<file path="config.mk">
export PLATFORM = sky130hd
export DESIGN_NAME = alu_seq_flat
export DESIGN_NICKNAME = d
export VERILOG_FILES = /design/src/rtl/alu_seq_pkg.sv /design/src/rtl/alu_seq_if.sv /design/src/rtl/alu_seq_regfile.sv /design/src/rtl/alu_seq.sv /design/src/flat_wrapper.sv
export SDC_FILE = /design/constraint.sdc
export NUM_CORES = 1
export LEC_CHECK = 0
export BUFFER_PORTS_ARGS = -buffer_cell sky130_fd_sc_hd__buf_4
export CAP_MARGIN = 20
export CORE_MARGIN = 4
export CORE_UTILIZATION = 30
export DETAILED_ROUTE_END_ITERATION = 10
export GPL_TIMING_DRIVEN = 0
export PLACE_DENSITY = 0.49
export SYNTH_ARGS = -nofsm -noshare
export SYNTH_HDL_FRONTEND = slang
export SYNTH_SLANG_ARGS = --single-unit
</file>
<file path="constraint.sdc">
create_clock -name clk -period 4.6 [get_ports clk]
set_input_delay 0.92 -clock clk [delete_from_list [all_inputs] [get_ports clk]]
set_output_delay 0.92 -clock clk [all_outputs]
set_load 0.01 [all_outputs]
</file>
<file path="src/rtl/alu_seq_pkg.sv">
// Shared definitions for the alu_seq issue/writeback sequencer: ALU opcodes,
// FSM state encoding and default geometry.
package alu_seq_pkg;

  localparam int DW_DEF   = 8;
  localparam int NREG_DEF = 8;

  localparam logic [2:0] OP_ADD  = 3'b000;
  localparam logic [2:0] OP_SUB  = 3'b001;
  localparam logic [2:0] OP_AND  = 3'b010;
  localparam logic [2:0] OP_OR   = 3'b011;
  localparam logic [2:0] OP_XOR  = 3'b100;
  localparam logic [2:0] OP_GT   = 3'b101;
  localparam logic [2:0] OP_SHLA = 3'b110;
  localparam logic [2:0] OP_SHLB = 3'b111;

  typedef enum logic [1:0] {
    ST_IDLE = 2'd0,
    ST_EXEC = 2'd1,
    ST_DONE = 2'd2
  } state_t;

endpackage

</file>
<file path="src/rtl/alu_seq_if.sv">
// Host-side bundle of alu_seq: instruction and register-load handshakes,
// result strobe and architectural flags. slave = sequencer, master = host.
interface alu_seq_if #(
  parameter int DW = 8,
  parameter int AW = 3
);
  logic          in_valid;
  logic          in_ready;
  logic [2:0]    in_op;
  logic [AW-1:0] in_dst;
  logic [AW-1:0] in_src_a;
  logic [AW-1:0] in_src_b;
  logic          in_cin;

  logic          ld_valid;
  logic          ld_ready;
  logic [AW-1:0] ld_addr;
  logic [DW-1:0] ld_data;

  logic          res_valid;
  logic [DW-1:0] res_data;
  logic [AW-1:0] res_dst;
  logic          carry_flag;
  logic          zero_flag;

  modport slave (
    input  in_valid, in_op, in_dst, in_src_a, in_src_b, in_cin,
    input  ld_valid, ld_addr, ld_data,
    output in_ready, ld_ready,
    output res_valid, res_data, res_dst, carry_flag, zero_flag
  );

  modport master (
    output in_valid, in_op, in_dst, in_src_a, in_src_b, in_cin,
    output ld_valid, ld_addr, ld_data,
    input  in_ready, ld_ready,
    input  res_valid, res_data, res_dst, carry_flag, zero_flag
  );
endinterface

</file>
<file path="src/rtl/alu_seq_regfile.sv">
// NREG x DW register file, two combinational read ports, one write port.
// Write lands on the next rising edge; synchronous reset clears every entry.
module alu_seq_regfile
  import alu_seq_pkg::*;
#(
  parameter int DW   = DW_DEF,
  parameter int NREG = NREG_DEF,
  localparam int AW  = $clog2(NREG)
) (
  input  logic          clk,
  input  logic          rst,
  input  logic [AW-1:0] ra_addr,
  output logic [DW-1:0] ra_data,
  input  logic [AW-1:0] rb_addr,
  output logic [DW-1:0] rb_data,
  input  logic          we,
  input  logic [AW-1:0] wa,
  input  logic [DW-1:0] wd
);

  logic [DW-1:0] rf [NREG];

  always_ff @(posedge clk) begin
    if (rst) begin
      for (int i = 0; i < NREG; i++) rf[i] <= '0;
    end else if (we) begin
      rf[wa] <= wd;
    end
  end

  assign ra_data = rf[ra_addr];
  assign rb_data = rf[rb_addr];

endmodule

</file>
<file path="src/rtl/alu_seq.sv">
// Issue/writeback sequencer around an external 8-bit ALU (ALU_SEQ_CARRY_CHAIN_EN feeds carry_flag to cin).
// Latency accept->res_valid 2 cycles, one instruction per 3; loads beat instructions, no result backpressure.
module alu_seq
  import alu_seq_pkg::*;
#(
  parameter int DW   = DW_DEF,
  parameter int NREG = NREG_DEF,
  localparam int AW  = $clog2(NREG)
) (
  input  logic          clk,
  input  logic          rst,
  alu_seq_if.slave      bus,
  output logic [DW-1:0] alu_a,
  output logic [DW-1:0] alu_b,
  output logic [2:0]    alu_opcode,
  output logic          alu_cin,
  input  logic [DW-1:0] alu_out,
  input  logic          alu_cout,
  input  logic          alu_cflag,
  input  logic          alu_zflag
);

  state_t        state, state_nxt;

  logic [DW-1:0] opa_q, opb_q;
  logic [2:0]    op_q;
  logic [AW-1:0] dst_q;
  logic          cin_q;

  logic [DW-1:0] res_data_q;
  logic [AW-1:0] res_dst_q;
  logic          carry_q, zero_q;

  logic          in_rdy, ld_rdy, res_vld;
  logic          accept, ld_fire, exec;
  logic          rf_we;
  logic [AW-1:0] rf_wa;
  logic [DW-1:0] rf_wd;
  logic [DW-1:0] rd_a, rd_b;

  alu_seq_regfile #(.DW(DW), .NREG(NREG)) u_rf (
    .clk     (clk),
    .rst     (rst),
    .ra_addr (bus.in_src_a),
    .ra_data (rd_a),
    .rb_addr (bus.in_src_b),
    .rb_data (rd_b),
    .we      (rf_we),
    .wa      (rf_wa),
    .wd      (rf_wd)
  );

  always_ff @(posedge clk) begin
    if (rst) state <= ST_IDLE;
    else     state <= state_nxt;
  end

  always_comb begin
    state_nxt = state;
    case (state)
      ST_IDLE: if (accept) state_nxt = ST_EXEC;
      ST_EXEC: state_nxt = ST_DONE;
      ST_DONE: state_nxt = ST_IDLE;
      default: state_nxt = ST_IDLE;
    endcase
  end

  // Host load and writeback share the single write port; they never coincide
  // because loads are only taken in IDLE and writeback only happens in EXEC.
  always_comb begin
    ld_rdy  = (state == ST_IDLE);
    in_rdy  = (state == ST_IDLE) && !bus.ld_valid;
    res_vld = (state == ST_DONE);
    exec    = (state == ST_EXEC);
    ld_fire = ld_rdy && bus.ld_valid;
    accept  = in_rdy && bus.in_valid;
    rf_we   = ld_fire || exec;
    rf_wa   = exec ? dst_q   : bus.ld_addr;
    rf_wd   = exec ? alu_out : bus.ld_data;
  end

  // Operands are captured at accept, so dst aliasing a source is harmless.
  always_ff @(posedge clk) begin
    if (rst) begin
      opa_q <= '0;
      opb_q <= '0;
      op_q  <= '0;
      dst_q <= '0;
      cin_q <= 1'b0;
    end else if (accept) begin
      opa_q <= rd_a;
      opb_q <= rd_b;
      op_q  <= bus.in_op;
      dst_q <= bus.in_dst;
`ifdef ALU_SEQ_CARRY_CHAIN_EN
      cin_q <= carry_q;
`else
      cin_q <= bus.in_cin;
`endif
    end
  end

  // Operand registers only change on accept, so they hold outside EXEC.
  assign alu_a      = opa_q;
  assign alu_b      = opb_q;
  assign alu_opcode = op_q;
  assign alu_cin    = cin_q;

  // cout/cflag are only meaningful for add/sub and compare respectively.
  always_ff @(posedge clk) begin
    if (rst) begin
      res_data_q <= '0;
      res_dst_q  <= '0;
      carry_q    <= 1'b0;
      zero_q     <= 1'b0;
    end else if (exec) begin
      res_data_q <= alu_out;
      res_dst_q  <= dst_q;
      zero_q     <= alu_zflag;
      if (op_q == OP_ADD || op_q == OP_SUB) carry_q <= alu_cout;
      else if (op_q == OP_GT)               carry_q <= alu_cflag;
    end
  end

  assign bus.in_ready   = in_rdy;
  assign bus.ld_ready   = ld_rdy;
  assign bus.res_valid  = res_vld;
  assign bus.res_data   = res_data_q;
  assign bus.res_dst    = res_dst_q;
  assign bus.carry_flag = carry_q;
  assign bus.zero_flag  = zero_q;

endmodule

</file>
<file path="src/flat_wrapper.sv">
// flat-port wrapper written by rule: the top's interface ports become plain ports
module alu_seq_flat import alu_seq_pkg::*;
#(
  parameter int DW   = DW_DEF,
  parameter int NREG = NREG_DEF,
  localparam int AW  = $clog2(NREG)
)
  (clk, rst, alu_a, alu_b, alu_opcode, alu_cin, alu_out, alu_cout, alu_cflag, alu_zflag, bus_in_valid, bus_in_op, bus_in_dst, bus_in_src_a, bus_in_src_b, bus_in_cin, bus_ld_valid, bus_ld_addr, bus_ld_data, bus_in_ready, bus_ld_ready, bus_res_valid, bus_res_data, bus_res_dst, bus_carry_flag, bus_zero_flag);
  alu_seq_if #(.DW(DW), .AW(3)) bus_i ();
  input  logic clk;
  input  logic rst;
  output logic [DW-1:0] alu_a;
  output logic [DW-1:0] alu_b;
  output logic [2:0] alu_opcode;
  output logic alu_cin;
  input  logic [DW-1:0] alu_out;
  input  logic alu_cout;
  input  logic alu_cflag;
  input  logic alu_zflag;
  input wire logic [$bits(bus_i.in_valid)-1:0] bus_in_valid;
  input wire logic [$bits(bus_i.in_op)-1:0] bus_in_op;
  input wire logic [$bits(bus_i.in_dst)-1:0] bus_in_dst;
  input wire logic [$bits(bus_i.in_src_a)-1:0] bus_in_src_a;
  input wire logic [$bits(bus_i.in_src_b)-1:0] bus_in_src_b;
  input wire logic [$bits(bus_i.in_cin)-1:0] bus_in_cin;
  input wire logic [$bits(bus_i.ld_valid)-1:0] bus_ld_valid;
  input wire logic [$bits(bus_i.ld_addr)-1:0] bus_ld_addr;
  input wire logic [$bits(bus_i.ld_data)-1:0] bus_ld_data;
  output wire logic [$bits(bus_i.in_ready)-1:0] bus_in_ready;
  output wire logic [$bits(bus_i.ld_ready)-1:0] bus_ld_ready;
  output wire logic [$bits(bus_i.res_valid)-1:0] bus_res_valid;
  output wire logic [$bits(bus_i.res_data)-1:0] bus_res_data;
  output wire logic [$bits(bus_i.res_dst)-1:0] bus_res_dst;
  output wire logic [$bits(bus_i.carry_flag)-1:0] bus_carry_flag;
  output wire logic [$bits(bus_i.zero_flag)-1:0] bus_zero_flag;
  assign bus_i.in_valid = bus_in_valid;
  assign bus_i.in_op = bus_in_op;
  assign bus_i.in_dst = bus_in_dst;
  assign bus_i.in_src_a = bus_in_src_a;
  assign bus_i.in_src_b = bus_in_src_b;
  assign bus_i.in_cin = bus_in_cin;
  assign bus_i.ld_valid = bus_ld_valid;
  assign bus_i.ld_addr = bus_ld_addr;
  assign bus_i.ld_data = bus_ld_data;
  assign bus_in_ready = bus_i.in_ready;
  assign bus_ld_ready = bus_i.ld_ready;
  assign bus_res_valid = bus_i.res_valid;
  assign bus_res_data = bus_i.res_data;
  assign bus_res_dst = bus_i.res_dst;
  assign bus_carry_flag = bus_i.carry_flag;
  assign bus_zero_flag = bus_i.zero_flag;
  alu_seq #(.DW(DW), .NREG(NREG)) u_core (.clk(clk), .rst(rst), .bus(bus_i), .alu_a(alu_a), .alu_b(alu_b), .alu_opcode(alu_opcode), .alu_cin(alu_cin), .alu_out(alu_out), .alu_cout(alu_cout), .alu_cflag(alu_cflag), .alu_zflag(alu_zflag));
endmodule
</file>
==> results of run 1 <==
==> power breakdown <==
part | internal [mW] | switching (mW)
clock network | 0.366 | 0.342
logic | 0.113 | 0.166
registers | 1.01 | 0.0306
total | 1.49 | 0.539
==> kinds of logic after synthesis <==
| logic type | share of synthesized area |
|---|---|
| AND/OR/NAND/NOR | 0.147 |
| multiplexers | 0.150 |
| buffers and inverters | 0.0383 |
| AO/OA/AOI/OAI | 0.129 |
| flip-flops | 0.536 |
==> how the worst max path moves through the flow <==
| stage | startpoint | end | depth (start not counted) |
|---|---|---|---|
| 3_3_place_gp | bus_ld_valid | u_core.u_rf.rf[6][1] | 5 |
| 6_report | bus_ld_valid | u_core.u_rf.rf[0][3] | 5 |
| 5_1_grt | bus_ld_valid | u_core.u_rf.rf[2][7] | 5 |
| 4_1_cts | bus_ld_valid | u_core.u_rf.rf[0][3] | 5 |
| 2_1_floorplan | bus_ld_addr[0] | u_core.u_rf.rf[0][0] | 4 |
| 3_5_place_dp | bus_ld_valid | u_core.u_rf.rf[0][3] | 5 |
==> layout make-up <==
type | count | share of cell area
buffer | 36 | 0.0302
clock buffer | 10 | 0.0376
clock inverter | 5 | 0.00575
inverter | 2 | 0.00123
multi-input combinational | 287 | 0.349
sequential | 102 | 0.440
tap | 216 | 0.0444
timing repair buffer | 74 | 0.0912
==> layout by cell type, fill, tap and decap left out, types with 2 or more instances in the layout <==
cell,Yosys,routed
buf_4,1,75
mux2i_1,68,68
edfxtp_1,64,64
nor3_1,57,57
nand2_1,38,38
dfxtp_1,38,38
a22oi_1,32,32
buf_2,21,21
a21oi_1,20,20
a32o_1,16,16
clkbuf_16,0,9
nor2b_1,8,8
o21bai_1,8,8
nor3_2,8,8
clkbuf_1,6,7
buf_1,6,6
nor2_1,5,5
mux2i_2,5,5
a31oi_2,3,3
and2_1,3,3
o21ai_2,2,2
inv_1,2,2
inv_6,0,2
==> layer usage <==
metal | wire length (um) | vias up
met3 | 1220 | 19
li1 | - | 1799
met2 | 6330 | 163
met4 | 370 | 0
met1 | 6760 | 1767
met5 | 0 | -
==> through the flow <==
stage	std cells	utilization	hold WS (ns)	worst slack, ns	cell area [um^2]
after floorplan	427	-	0.454	2.28	5000
final	732	0.378	0.460	2.08	6090
after global routing	732	0.378	0.490	1.97	6090
after detailed placement	715	0.361	0.452	1.71	5810
after global placement	715	0.361	0.448	1.79	5810
after CTS	730	0.377	0.465	2.09	6080
==> state kept, by name (all words and copies together), names as in the netlist, 2 cells and up <==
register / cells
u_core.state: 2
u_core.alu_opcode: 3
u_core.bus.res_dst: 3
u_core.alu_b: 8
u_core.alu_a: 8
u_core.u_rf.rf: 64
u_core.dst_q: 3
u_core.bus.res_data: 8
==> worst max-delay path, delay by kind of cell <==
family / cells / cell delay, ns
simple gates: 1 / 0.26
buf+inv: 2 / 0.43
compound gates: 2 / 0.89
==> results.md, run 1 <==
- Initial drt markers: 323
- PwrDens: 333 nW/um^2
- Most frequent cell after synthesis: mux2i_1
- CTS clk-pin slew, worst paths: about 0.070 ns
- Worst-margin pin slew: 0.854 ns
- Critical path class: in2reg
- Vias: about 3.7k
- Die W: 137 um
- Critical path endpoint category: flip-flop
- Cells after Synth: approximately 430
- First-pass GRT wire length: between 20 and 25 mm
- Post-DP HPWL: 11.3 mm
- Leak: 2.31 nW
- Syn Area/Cell: 11.7 um^2
- Final Hold Viols: 0
- Final setup fails: 0
- Max-slew violations: 0
- CTS tree: done
- #FFs+latches synth: between 100 and 150
- Antenna Nets Post-Route: 0
- Largest net degree at the start of global routing: 17
- Drt pass-1 iters: 5
- Max-cap violations: 0
- CP cell instances: buf_4 -> nor3b_1 -> o21ai_2 -> clkbuf_1 -> o21bai_1
- Final Wtd Congestion: 0.899
- Async S/R FF share, synth: 0
- WHS Endpoint: u_core.bus.res_data[2]
- DR WL/cell: about 20 um
- Vias in the first global route: 3,816
- Total design power: 2.03 mW
- CP max FO: 10
- CTS Hold Bufs: 0
- Core area: 16,100 um^2
- Row cnt: 46
- Initial antenna violation count: 0
- Period Utilization, post-route: 0.547
- Yosys top cell area share: 0.384
- Fmax: 397 MHz
- Clock sink count: just over 100
- Post-synth EDFFs: 64
- Die Span Y: ~140 um
- FILL cells: 1,605
- Setup TNS: 0 ns
- Final setup skew: 0.00825 ns
- Count of input and output buffers: 72
- # nets final: approximately 550
- Max stage delay cell, worst path: o21bai_1
- Startpoint types: primary input
- Hold path cells: 2
- Distinct cells, synth: 37
- GRT Total Usage: 0.162
- GR Util met2: 0.233
- DRC Markers: 0
- Share of cells above drive strength 1: 0.260
- Num ports: between 70 and 80
- Storage element area: 2680 um^2
- Minimum clock period: about 2.5 ns
- Root buffer cell: clkbuf_16
- Worst EP arrival: 2.50 ns
- GR Overflow Total: 0
- Multi-input logic area: 2130 um^2
- Sequential area share after synthesis: 0.536
- Max incr delay on CP: 0.70 ns
- ANT cells: 0
- R2R Path End: u_core.u_rf.rf[0][3]
- Drt via density: 5.12
- GRT met1 Usage: 0.226
- Worst relative slew slack: 0.414
- H-tree depth: 3
- Post-CTS setup repair buffer count: 0
- Clock Latency Late Sink: approximately 0.36 ns
- Syn Std Cell Area: 5000 um^2
- CTS Buffer Depth: 2
- Starting density of the core: 0.310
- R2R cell count: 5
- RSZ-0062 raised after global routing: no
- HP Start: u_core.bus.res_data[2]
- Area leader, netlist: edfxtp_1
- Layout area overhead: 21.8%
- M3 GR Usage: 0.0596
- Reg2reg start: u_core.state[0]
- Worst hold path type: reg2reg
- Main flop type after synthesis: edfxtp_1
- Worst path required time: roughly 4.6 ns
- Post-CTS sizing: 0
- Most used routing layer: met2
- Outcome: completed
- Synth cell count leaders: mux2i_1, edfxtp_1, nor3_1
- FF-to-FF setup slack: between 2 and 2.5 ns
- DIE AREA: 18,800 um^2
- Post-synthesis net count: between 400 and 500
- Final wirelength: ~15 mm
- Worst IR Drop VDD: 0.000175 V
- CTS Buf Count: 9
- Synth top area cells: edfxtp_1, dfxtp_1, mux2i_1
- Syn. warnings: 0
Power figures use the tool's default switching activity.
==> run 2, diff against run 1 <==
==> constraint.sdc (replaced) <==
create_clock -name clk -period 2.4 [get_ports clk]
set_input_delay 0.48 -clock clk [delete_from_list [all_inputs] [get_ports clk]]
set_output_delay 0.48 -clock clk [all_outputs]
set_load 0.01 [all_outputs]
==> run 2 against run 1 <==
  * Sequential share of layout area decreased by 0.23 points
  * Via count fell by 0.56%
  * Cell area grew 0.51%
  * Non-clock buffer count unchanged
  * Clock power is 91% higher
  * Die area stayed put
  * Worst setup slack got worse by 1.9 ns
  * Sequential power rose by 92%
  * Routed wire length grew 0.25%
  * Cell count did not move
  * Largest cell class unchanged
  * Largest power group unchanged
==> results.md, run 2 (synthesis gave the netlist of run 1 again) <==
- Count of input and output buffers: 72
- Drt via density: 5.09
- Max reg flops: 64
- Num ports: between 70 and 80
- CTS Buffer Depth: 2
- Largest net degree at the start of global routing: 17
- DIE AREA: roughly 19,000 um^2
- Fin util: 0.380
- CTS Buf Count: 9
- Die Span Y: 137 um
- Fmax: 461 MHz
- Commonest non-fill, non-tap cells in the layout: buf_4, mux2i_1, edfxtp_1, nor3_1
- FILL cells: 1,605
- Most common cell after layout, fill and taps aside: buf_4
- Core area: 16,100 um^2
- Final std cells w/o fill: between 700 and 800
- Starting density of the core: 0.310
- GR Overflow Total: 0
- Worst relative slew slack: 0.421
- Worst Slack Setup Final: 0.228 ns
- Initial drt markers: 329
- Worst hold path type: in2reg
- GRT Total Usage: 0.162
- Clock sink count: between 100 and 150
- Final Hold Slack: between 0.3 and 0.4 ns
- Vias in the first global route: between 3k and 4k
- Final Wtd Congestion: approximately 0.90
- H-tree depth: 3
- DP Worst Slack: -0.0469 ns
- DRC Markers: 0
- Final Hold Viols: 0
- Worst EP arrival: 2.18 ns
- CP max FO: 10
- Die W: 137 um
- Vias: 3,727
- Outcome: completed
- Minimum clock period: 2.17 ns
- Reg with most FFs: u_core.u_rf.rf
- # nets final: 551
- Period Utilization, post-route: 0.905
- Root buffer cell: clkbuf_16
- Worst path required time: 2.40 ns
- Post-DP HPWL: between 10 and 15 mm
- Final wirelength: 14.7 mm
- Antenna Nets Post-Route: 0
- Row cnt: 46
- CTS tree: done
- Max-slew violations: 0
- CTS clk-pin slew, worst paths: 0.07 ns
- Leak: 2.34 nW
- Worst-margin pin slew: 0.844 ns
- Final setup skew: 0.00722 ns
- Final setup fails: 0
- Critical path class: reg2reg
- DR WL/cell: 20.1 um
- Max-cap violations: 0
- Total design power: 3.89 mW
- Drt pass-1 iters: 5
- First-pass GRT wire length: 22.5 mm
- PwrDens: ~640 nW/um^2
- Clock Latency Late Sink: between 0.3 and 0.4 ns
- RSZ-0062 raised after global routing: no
- Initial antenna violation count: 0
- ANT cells: 0
- CTS Hold Bufs: 0
- Share of cells above drive strength 1: 0.277
- Critical path endpoint category: flip-flop
- Worst IR Drop VDD: roughly 0.00034 V
- DP Cell Count: 715
- Layout area overhead: 22.4%
- Startpoint types: flip-flop
-- run 2: final timing paths --
check                    startpoint                     end  slack [ns]  depth (start not counted)
min                    bus_in_op[0]    u_core.alu_opcode[0]        0.38                          3
min reg2reg  u_core.bus.res_data[2]  u_core.bus.res_data[2]        0.46                          2
max reg2reg         u_core.state[0]    u_core.u_rf.rf[0][3]        0.23                          5
max                 u_core.state[0]    u_core.u_rf.rf[0][3]        0.23                          5
-- run 2: repair_timing --
item	in CTS	in global routing
resized for setup	4	6
buffers inserted	0	0
endpoints found under the setup margin	24	56
endpoints found under the hold margin	0	0
-- run 2: routing by layer --
layer,GRT usage,routed length [um],vias to the layer above
met5,0,0,-
met4,0.0516,372,0
met3,0.0596,1210,20
met2,0.233,6330,151
met1,0.226,6800,1759
li1,-,-,1797
-- run 2: worst max-delay path, stage by stage (launching register included) --
cell	delay, ns
dfxtp_1	0.46
buf_2	0.26
nor4b_2	0.33
a31oi_4	0.12
buf_2	0.25
o21bai_2	0.39
-- run 2: per-stage QoR --
stage               setup TNS (ns)  area, um^2
floorplan                        0        5000
global placement                 0        5810
finish                           0        6120
detailed placement          -0.553        5810
CTS                         -0.112        6090
global route                     0        6120
-- run 2: area by class of cell --
type,instances,area [um^2],area share
Multi-Input combinational cell,287,2160,0.352
Clock buffer,10,229,0.0374
Tap cell,216,270,0.0441
Inverter,2,7.51,0.00123
Timing Repair Buffer,74,556,0.0907
Buffer,36,185,0.0302
Sequential cell,102,2680,0.438
Clock inverter,5,35.0,0.00572
-- run 2: report_power, final --
group	switching, mW	internal [mW]
clock	0.650	0.701
combinational	0.320	0.220
sequential	0.0587	1.94
==> run 3, diff against run 2 <==
==> constraint.sdc (replaced) <==
create_clock -name clk -period 2.4 [get_ports clk]
set_input_delay 0.12 -clock clk [delete_from_list [all_inputs] [get_ports clk]]
set_output_delay 0.12 -clock clk [all_outputs]
set_load 0.01 [all_outputs]
==> run 3 against run 2 <==
  * Routed wire length increased by 0.17%
  * Sequential power about the same
  * Via count increased by 1.3%
  * Fmax increased by 0.13%
  * Worst setup slack improved by 0.0028 ns
  * Clock power about the same
  * Hold slack got worse by 0.36 ns
  * Highest routed layer unchanged
==> results.md, run 3 (synthesis gave the netlist of run 1 again) <==
- ANT cells: 0
- Initial drt markers: 335
- Die Span Y: 137 um
- Row cnt: 46
- Worst-margin pin slew: 0.826 ns
- GRT Total Usage: 0.162
- CTS Buf Count: 9
- FILL cells: 1,604
- Final Wtd Congestion: 0.899
- Max reg flops: 64
- DR WL/cell: just over 20 um
- Worst IR Drop VDD: 0.000339 V
- Clock Latency Late Sink: 0.36 ns
- # nets final: 552
- Root buffer cell: clkbuf_16
- Max-cap violations: 0
- Post-CTS setup repair buffer count: 0
- Vias: 3,777
- Drt pass-1 iters: 5
- Clock sink count: about 100
- Drt via density: 5.15
- Vias in the first global route: 3,814
- Max-slew violations: 0
- CP max FO: 10
- Starting density of the core: 0.310
- H-tree depth: 3
- Startpoint types: flip-flop
- Critical path endpoint category: flip-flop
- Final Hold Viols: 0
- Largest net degree at the start of global routing: 17
- Outcome: completed
- Layout area overhead: 22.6%
- Leak: 2.34 nW
- Final setup skew: about 0.0087 ns
- Period Utilization, post-route: 0.904
- Count of input and output buffers: 72
- GR Overflow Total: 0
- Share of cells above drive strength 1: 0.277
- Final setup fails: 0
- DIE AREA: 18,800 um^2
- First-pass GRT wire length: around 23 mm
- Setup TNS: 0 ns
- Most common cell after layout, fill and taps aside: buf_4
- CTS tree: done
- Num ports: 75
- Design area: 6130 um^2
- Post-DP Area: 5810 um^2
- Fmax: 461 MHz
- CTS clk-pin slew, worst paths: 0.07 ns
- Initial antenna violation count: 0
- Worst EP arrival: 2.17 ns
- DRC Markers: 0
- RSZ-0062 raised after global routing: no
- Reg with most FFs: u_core.u_rf.rf
- PwrDens: about 630 nW/um^2
- Core area: 16,100 um^2
- Worst relative slew slack: 0.434
- Critical path class: reg2reg
- Total design power: 3.89 mW
- Final wirelength: 14.7 mm
- Worst path required time: roughly 2.4 ns
- Antenna Nets Post-Route: 0
- Die W: 137 um
- Worst hold path type: in2reg
- CTS Buffer Depth: 2
- Post-DP HPWL: 11.3 mm
- Commonest non-fill, non-tap cells in the layout: buf_4, mux2i_1, edfxtp_1, nor3_1
- Minimum clock period: 2.17 ns
-- run 3: cell count changes in the layout (fill, tap and decap cells not counted), sizes merged --
cell,before,now
dlygate4sd3,0,1
-- run 3: cell type report --
cell class,count,area [um^2],share of cell area
Timing Repair Buffer,75,566,0.0922
Multi-Input combinational cell,287,2160,0.352
Clock inverter,5,35.0,0.00571
Buffer,36,185,0.0302
Sequential cell,102,2680,0.437
Clock buffer,10,229,0.0373
Tap cell,216,270,0.0441
Inverter,2,7.51,0.00122
-- run 3: path summary, 6_finish.rpt --
path | from | to | slack, ns | cells after the start
worst max-delay path | u_core.state[0] | u_core.u_rf.rf[0][3] | 0.23 | 5
worst min-delay path | bus_in_op[0] | u_core.alu_opcode[0] | 0.01 | 3
worst min register to register | u_core.bus.res_data[2] | u_core.bus.res_data[2] | 0.46 | 2
worst max register to register | u_core.state[0] | u_core.u_rf.rf[0][3] | 0.23 | 5
-- run 3: what timing repair did --
item                                    CTS  global route
endpoints found under the setup margin   24            56
hold endpoints to repair                  1             0
hold buffers                              1             0
resized for setup                         4             6
-- run 3: layer usage --
| metal | vias up | share of wire | track usage |
|---|---|---|---|
| li1 | 1802 | - | - |
| met1 | 1781 | 0.46 | 0.226 |
| met2 | 172 | 0.43 | 0.233 |
| met3 | 22 | 0.090 | 0.0596 |
| met4 | 0 | 0.025 | 0.0516 |
| met5 | - | 0 | 0 |
-- run 3: stage by stage --
step | utilization | hold WS, ns | instances | worst slack (ns)
floorplan | - | 0.256 | 427 | 0.386
global placement | 0.361 | 0.368 | 715 | 0.0344
detailed placement | 0.361 | 0.376 | 715 | -0.0228
CTS | 0.379 | 0.000538 | 731 | -0.0142
global route | 0.381 | 0.0129 | 733 | 0.0630
finish | 0.381 | 0.0131 | 733 | 0.231
-- run 3: worst max-delay path: stages (launching register included) --
cell and delay, ns:
dfxtp_1 0.46, buf_2 0.26, nor4b_2 0.33, a31oi_4 0.12, buf_2 0.25, o21bai_2 0.39
-- run 3: where the power goes --
part | total [mW] | switching (mW) | internal, mW
registers | 2.00 | 0.0588 | 1.94
logic | 0.542 | 0.321 | 0.221
clock network | 1.35 | 0.650 | 0.701
